<file path="config.mk">
export PLATFORM = sky130hd
export DESIGN_NAME = activation_feeder_flat
export DESIGN_NICKNAME = d
export VERILOG_FILES = /design/src/rtl/activation_feeder_if.sv /design/src/rtl/activation_feeder.sv /design/src/flat_wrapper.sv
export SDC_FILE = /design/constraint.sdc
export NUM_CORES = 1
export LEC_CHECK = 0
export CAP_MARGIN = 20
export CORE_MARGIN = 4
export CORE_UTILIZATION = 65
export DETAILED_ROUTE_END_ITERATION = 10
export PLACE_DENSITY = 0.84
export SLEW_MARGIN = 20
export SYNTH_ARGS = -nofsm -noshare
export SYNTH_HDL_FRONTEND = slang
export SYNTH_SLANG_ARGS = --single-unit
</file>
<file path="constraint.sdc">
create_clock -name clk -period 8.85 [get_ports clk]
set_input_delay 1.3275 -clock clk [delete_from_list [all_inputs] [get_ports clk]]
set_output_delay 1.3275 -clock clk [all_outputs]
set_load 0.02 [all_outputs]
</file>
<file path="src/rtl/activation_feeder_if.sv">
// Load port and stream port of the activation feeder, grouped as one bundle.
// The master side feeds columns in and holds the stream; the slave side is the feeder.
interface activation_feeder_if #(
  parameter int unsigned N          = 4,
  parameter int unsigned DATA_WIDTH = 8
);
  logic                    in_valid;
  logic                    in_ready;
  logic [N*DATA_WIDTH-1:0] in_data;
  logic                    stall;
  logic [N*DATA_WIDTH-1:0] stream_out;
  logic                    stream_en;
  logic                    stream_first;
  logic                    stream_last;

  modport master (
    output in_valid, in_data, stall,
    input  in_ready, stream_out, stream_en, stream_first, stream_last
  );

  modport slave (
    input  in_valid, in_data, stall,
    output in_ready, stream_out, stream_en, stream_first, stream_last
  );
endinterface

</file>
<file path="src/rtl/activation_feeder.sv">
// Captures a tile of K column vectors, then replays it one column per cycle followed by
// FLUSH zero columns so the downstream skew buffer and array drain.
module activation_feeder #(
  parameter int unsigned N          = 4,
  parameter int unsigned DATA_WIDTH = 8,
  parameter int unsigned DEPTH      = 16,
  parameter int unsigned FLUSH      = 7,
  parameter int unsigned KW         = $clog2(DEPTH + 1)
) (
  input  logic                 clk,
  input  logic                 reset,
  input  logic                 start,
  input  logic [KW-1:0]        cfg_k,
  activation_feeder_if.slave   bus,
  output logic                 busy,
  output logic                 done,
  output logic                 cfg_err
);

  localparam int unsigned W         = N * DATA_WIDTH;
  localparam int unsigned PW        = (DEPTH > 1) ? $clog2(DEPTH) : 1;
  localparam int unsigned FW        = (FLUSH > 1) ? $clog2(FLUSH) : 1;
  localparam int unsigned FlushLast = (FLUSH > 0) ? FLUSH - 1 : 0;

  typedef enum logic [1:0] {StIdle, StLoad, StStream, StDrain} state_e;

  state_e         state_q, state_d;
  logic [KW-1:0]  k_q, k_d;
  logic [PW-1:0]  wr_q, wr_d, rd_q, rd_d;
  logic [FW-1:0]  fl_q, fl_d;
  logic [W-1:0]   out_q, out_d;
  logic           en_q, en_d, first_q, first_d, last_q, last_d;
  logic           done_q, done_d, err_q, err_d;
  logic           mem_we;
  logic           wr_last, rd_last;
  logic [W-1:0]   mem_q [DEPTH];

  assign wr_last = (KW'(wr_q) == k_q - KW'(1));
  assign rd_last = (KW'(rd_q) == k_q - KW'(1));

  always_comb begin
    state_d = state_q;
    k_d     = k_q;
    wr_d    = wr_q;
    rd_d    = rd_q;
    fl_d    = fl_q;
    out_d   = out_q;
    en_d    = 1'b0;
    first_d = 1'b0;
    last_d  = 1'b0;
    done_d  = 1'b0;
    err_d   = 1'b0;
    mem_we  = 1'b0;
    unique case (state_q)
      StIdle: begin
        if (start) begin
          if (cfg_k != '0 && cfg_k <= KW'(DEPTH)) begin
            k_d     = cfg_k;
            wr_d    = '0;
            rd_d    = '0;
            fl_d    = '0;
            state_d = StLoad;
          end else begin
            err_d = 1'b1;
          end
        end
      end
      StLoad: begin
        if (bus.in_valid) begin
          mem_we = 1'b1;
          wr_d   = wr_q + PW'(1);
          if (wr_last) state_d = StStream;
        end
      end
      StStream: begin
        // A stalled cycle leaves out_q and the pointers untouched; only the strobes drop.
        if (!bus.stall) begin
          out_d   = mem_q[rd_q];
          en_d    = 1'b1;
          first_d = (rd_q == '0);
          last_d  = rd_last;
          rd_d    = rd_q + PW'(1);
          if (rd_last) begin
            if (FLUSH > 0) begin
              state_d = StDrain;
            end else begin
              state_d = StIdle;
              done_d  = 1'b1;
            end
          end
        end
      end
      StDrain: begin
        if (!bus.stall) begin
          out_d = '0;
          en_d  = 1'b1;
          fl_d  = fl_q + FW'(1);
          if (fl_q == FW'(FlushLast)) begin
            state_d = StIdle;
            done_d  = 1'b1;
          end
        end
      end
      default: state_d = StIdle;
    endcase
  end

  always_ff @(posedge clk) begin
    if (reset) begin
      state_q <= StIdle;
      k_q     <= '0;
      wr_q    <= '0;
      rd_q    <= '0;
      fl_q    <= '0;
      out_q   <= '0;
      en_q    <= 1'b0;
      first_q <= 1'b0;
      last_q  <= 1'b0;
      done_q  <= 1'b0;
      err_q   <= 1'b0;
    end else begin
      state_q <= state_d;
      k_q     <= k_d;
      wr_q    <= wr_d;
      rd_q    <= rd_d;
      fl_q    <= fl_d;
      out_q   <= out_d;
      en_q    <= en_d;
      first_q <= first_d;
      last_q  <= last_d;
      done_q  <= done_d;
      err_q   <= err_d;
    end
  end

  // Tile storage is deliberately left out of reset.
  always_ff @(posedge clk) begin
    if (mem_we) mem_q[wr_q] <= bus.in_data;
  end

  assign bus.in_ready     = (state_q == StLoad);
  assign bus.stream_out   = out_q;
  assign bus.stream_en    = en_q;
  assign bus.stream_first = first_q;
  assign bus.stream_last  = last_q;
  // The final beat lands as the FSM returns to idle, so hold busy through the done cycle.
  assign busy             = (state_q != StIdle) | done_q;
  assign done             = done_q;
  assign cfg_err          = err_q;

endmodule
</file>
<file path="src/flat_wrapper.sv">
// flat-port wrapper written by rule: the top's interface ports become plain ports
module activation_feeder_flat 
#(
  parameter int unsigned N          = 4,
  parameter int unsigned DATA_WIDTH = 8,
  parameter int unsigned DEPTH      = 16,
  parameter int unsigned FLUSH      = 7,
  parameter int unsigned KW         = $clog2(DEPTH + 1)
)
  (clk, reset, start, cfg_k, busy, done, cfg_err, bus_in_valid, bus_in_data, bus_stall, bus_in_ready, bus_stream_out, bus_stream_en, bus_stream_first, bus_stream_last);
  activation_feeder_if #(.N(N), .DATA_WIDTH(DATA_WIDTH)) bus_i ();
  input  logic clk;
  input  logic reset;
  input  logic start;
  input  logic [KW-1:0] cfg_k;
  output logic busy;
  output logic done;
  output logic cfg_err;
  input wire logic [$bits(bus_i.in_valid)-1:0] bus_in_valid;
  input wire logic [$bits(bus_i.in_data)-1:0] bus_in_data;
  input wire logic [$bits(bus_i.stall)-1:0] bus_stall;
  output wire logic [$bits(bus_i.in_ready)-1:0] bus_in_ready;
  output wire logic [$bits(bus_i.stream_out)-1:0] bus_stream_out;
  output wire logic [$bits(bus_i.stream_en)-1:0] bus_stream_en;
  output wire logic [$bits(bus_i.stream_first)-1:0] bus_stream_first;
  output wire logic [$bits(bus_i.stream_last)-1:0] bus_stream_last;
  assign bus_i.in_valid = bus_in_valid;
  assign bus_i.in_data = bus_in_data;
  assign bus_i.stall = bus_stall;
  assign bus_in_ready = bus_i.in_ready;
  assign bus_stream_out = bus_i.stream_out;
  assign bus_stream_en = bus_i.stream_en;
  assign bus_stream_first = bus_i.stream_first;
  assign bus_stream_last = bus_i.stream_last;
  activation_feeder #(.N(N), .DATA_WIDTH(DATA_WIDTH), .DEPTH(DEPTH), .FLUSH(FLUSH), .KW(KW)) u_core (.clk(clk), .reset(reset), .start(start), .cfg_k(cfg_k), .bus(bus_i), .busy(busy), .done(done), .cfg_err(cfg_err));
endmodule
</file>
Word level (Yosys, flattened, before mapping):

Memory sizes are Yosys's and may differ from the RTL's. A register that Yosys moved wholly into a read port is not among the register bits.
Index checks and enable logic that the tools add are counted.

* add/sub/neg operators: 4
* order comparisons: 1
* equal/unequal tests: 14
* multiplexer cells: 31
* bitwise operators: 6
* reduce and logical (&&, ||, !) cells: 20

Operator list (number)
* $mux 32: 2
* $pmux 32 s2: 1
* $mux 4: 6
* $mux 2: 8
* $pmux 4 s2: 2
* $reduce_and 4->1: 3
* $eq 4x5->1: 2
* $reduce_bool 2->1: 5
* $mux 3: 3
* $reduce_or 3->1: 3
* $add 4x1->4 const B: 2
* $ne 2x1->1 const B: 4
* $ne 2x2->1 const B: 4
* $pmux 2 s4: 1
* $reduce_and 8->1: 1
* $mux 1: 7
* $pmux 3 s2: 1
* $reduce_and 3->1: 2
* $le 5x5->1 const B: 1
* $not 1->1: 5
* $reduce_bool 5->1: 1
* $sub 5x1->5 const B: 1
* $eq 2x2->1 const B: 2
* $logic_not 4->1: 1
* other kinds (7): 8

* flip-flop bits (word level): 55
* bits in writable memories: 512
* memories: 1

Memory list
* u_core.mem_q: depth 16, width 32, read ports 1, clocked after Yosys merged registers in 1, write ports 1, line activation_feeder.sv:36 `logic [W-1:0] mem_q [DEPTH];`

Depth between registers and ports, before layout:

* depth after elaboration: 7
* depth in mapped cells: 8

Worst setup path before layout:

No wires, ideal clock.

* kind: input-to-reg
* start point: input port bus_in_valid
* end point: memory u_core.mem_q[2][0] (netlist bit), enable pin
* arrival: 3676 ps
* data required time: 8389 ps
* setup slack: 4713 ps
* stages: 2
* path through: nand3_1 > nor3_1

* longest elaborated chain between the ends: 4

Ends and longest elaborated chain
* from (decl): line flat_wrapper.sv:19 `input wire logic [$bits(bus_i.in_valid)-1:0] bus_in_valid;`
* $mux 1: line activation_feeder.sv:69 `if (bus.in_valid) begin`
* $mux 1: line activation_feeder.sv:54 `unique case (state_q)`
* $mux 1: line activation_feeder.sv:138 `if (mem_we) mem_q[wr_q] <= bus.in_data;`
* $mux 1 (implied by the code): line activation_feeder.sv:138
* to (decl): line activation_feeder.sv:36

Every way passes these cells.

Worst setup path in the final report:

* start point: register u_core.state_q[1]
* end point: output port bus_in_ready

* longest elaborated chain between the ends: 1

Ends and longest elaborated chain
* from (decl): line activation_feeder.sv:27 `state_e state_q, state_d;`
* from (signal assigned): line activation_feeder.sv:110 `state_q <= StIdle;`
* from (signal assigned): line activation_feeder.sv:122 `state_q <= state_d;`
* $eq 2x1->1: line activation_feeder.sv:141 `assign bus.in_ready = (state_q == StLoad);`
* to (decl): line flat_wrapper.sv:22 `output wire logic [$bits(bus_i.in_ready)-1:0] bus_in_ready;`

Every way passes these cells.

==> qor.txt <==
status = completed
cts hold-fix bufs = 0
nets = 1169
pwr dens = 236 nW/um2
reg-to-reg critical path endpoint = u_core.bus.stream_out[3]
row count = 67
most frequent cells in the layout = 512 x edfxtp_1, 101 x mux4_2, 79 x clkdlybuf4s50_1
max-capacitance violation count = 0
DP Worst Slack = 5.08 ns
Synth area leaders = edfxtp_1 69%, mux4_2 10%, mux4_1 6.9%
Critical Path Source Type = register
Clock Sinks = 571
PnR Total Power = 5990 uW
Die H = 193 um
Crit Path Class = register to output port
Post-Syn Instances = 1006
slowest CP cell = clkdlybuf4s50_1
first-pass GRT wire length = 75.4 mm
Top Ports = 81
CTS tree = yes
Yosys top cell area share = 68.8%
worst-case clock skew = 0.0320 ns
# setup viols final = 0
Tightest Pin Transition = 1.12 ns
hold crit path type = register to register
Die Span X = 193 um
Synth area leader = edfxtp_1
Cell variety after synth = 44
total gr overflow = 0
mapped cell area = 22300 um2
Starting Density = 66.3%
vias in the first global route = 11200
largest net degree at the start of global routing = 70
Bufs and invs on worst path = 2
RePlAce Congestion = 0.816
worst hold path endpoint = u_core.k_q[1]
clk buf depth = 3
async set or reset register ratio after synthesis = 0%
postcts setup bufs = 0
Hold Path Origin = u_core.k_q[1]
final hold vios = 0
peak supply drop = 0.191 mV
Setup TNS Final = 0 ns
min Tclk post-route = 3.51 ns
fin crit share = 39.6%
share of layout cells above drive strength 1 = 22.6%
FMAX = 0.285 GHz
leading cell type in the layout, fill and taps excluded = edfxtp_1
worst-path cell chain = inv_1 -> ha_1 -> clkdlybuf4s50_1
number of diodes = 0
DP HPWL = 25.5 mm
Slew Limit Headroom = 25.3%
area delta synth->final = 13.8%
Global Route Usage Sum = 27.3%
hold path depth = 2
max incr delay on CP = 0.70 ns
RSZ-0062 raised after global routing = false
CTS root buf = clkbuf_16
DR DRC count = 0
Final Hold Slack = 0.495 ns
CP max FO = 8
Worst Reg-to-Reg Cells = 5
initial antenna violation count = 3
cts repair resizes = 0
Clk Latency, worst-skew pair = 0.59 ns
CTS buffer count = 54
register area share after synthesis = 74.1%
Post-DP Area = 23500 um2
leakage = 0.00788 uW
Crit. End Element = output port
CP required = 7.52 ns
R2R setup slack = 5.44 ns
Die ar. = 37400 um2
yosys warns = 0
WL per Instance = 32.4 um
syn nets = 1062
Fill cells = 1723
Max Transition Viols Final = 0
DRT Pass-1 Iters = 5
Final ANT Viol Nets = 0
# port buffers = 80
number of synthesized flops with an enable pin = 512
cell area after layout = 25400 um2
via-per-instance ratio = 6.94
Setup WS post-layout = 5.34 ns
clock transition at the registers of the reported paths = 0.06 ns
synthesized area per cell = 22.2 um2
1st-iter DRT viols = 1503
CP top delay family = buffers and inverters
CP Data Arrival Time = 2.18 ns
CTS H-tree depth = 2
Routed Wire Length = 52.0 mm
register bit total from synthesis = 571
Top FF cell, synth = edfxtp_1
core region area = 33700 um2
vias post-DR = 11100
cells by family after synthesis:
logic type	after synthesis	share of synthesized area, %
XOR/XNOR	15	0.588
AND/OR/NAND/NOR	114	2.41
AO/OA/AOI/OAI	62	2.53
adder cells (fa/ha/maj)	14	0.784
flip-flops	571	74.1
multiplexers	167	17.4
buffers and inverters	63	2.14
registers in the layout, summed over array words and instances, names as in the netlist, 2 cells and up, named ones only:
register	flops
u_core.mem_q	512
u_core.fl_q	3
u_core.rd_q	4
u_core.state_q	2
u_core.wr_q	4
u_core.bus.stream_out	32
u_core.k_q	5
worst max-delay path by stage:
| stage | startpoint | endpoint | slack (ns) | cells past startpoint |
|---|---|---|---|---|
| after global routing | register | u_core.bus.stream_out[5] | 5.18 | 5 |
| after CTS | register | u_core.bus.stream_out[9] | 5.38 | 5 |
| final | u_core.state_q[1] | bus_in_ready | 5.34 | 3 |
| after global placement | bus_in_valid | u_core.mem_q[15][0] | 5.18 | 3 |
| after detailed placement | bus_in_valid | u_core.mem_q[10][31] | 5.08 | 4 |
| after floorplan | bus_in_valid | u_core.mem_q[2][0] | 4.71 | 2 |
worst min-delay path, delay by kind of cell (launching register included):
| family | cells | cell delay (ns) |
|---|---|---|
| compound gates | 1 | 0.05 |
| flops | 1 | 0.33 |
| simple gates | 1 | 0.06 |
stage by stage:
stage,utilization (%),cells
floorplan,-,1006
global placement,69.8,1500
detailed placement,69.8,1500
CTS,75.0,1600
global route,75.4,1605
finish,75.4,1605
per-layer routing:
metal | up-vias | track usage [%] | part of all wire, %
met2 | 762 | 44.4 | 50
met4 | 6 | 8.18 | 3.0
met1 | 5792 | 37.5 | 36
li1 | 4453 | - | -
met5 | - | 0 | 0.067
met3 | 119 | 7.11 | 10
layout make-up:
class                      instances  area (um2)  area share, %
clock buffer                      66        1460           5.73
clock inverter                    34         310           1.22
inverter                          11        41.3          0.162
multi-input combinational        372        5420           21.3
sequential                       571       16600           65.2
tap                              448         561           2.20
timing repair buffer             103        1060           4.18
cells in the mapped netlist, types with 6 or more instances:
| master | count |
|---|---|
| a21oi_1 | 14 |
| a22oi_2 | 27 |
| buf_2 | 12 |
| buf_6 | 20 |
| clkbuf_1 | 9 |
| dfxtp_1 | 59 |
| edfxtp_1 | 512 |
| ha_1 | 14 |
| inv_1 | 11 |
| mux4_1 | 59 |
| mux4_2 | 101 |
| nand2_1 | 19 |
| nand3_1 | 8 |
| nor2_1 | 58 |
| o21ai_0 | 6 |
| xnor2_1 | 11 |
power by group:
group	internal [uW]	switching, uW	leakage, uW
Clock	1320	1010	0.000848
Combinational	269	331	0.00195
Sequential	3010	53.0	0.00508
Total	4590	1400	0.00788
Note: power is estimated with default switching activity, not from simulation.
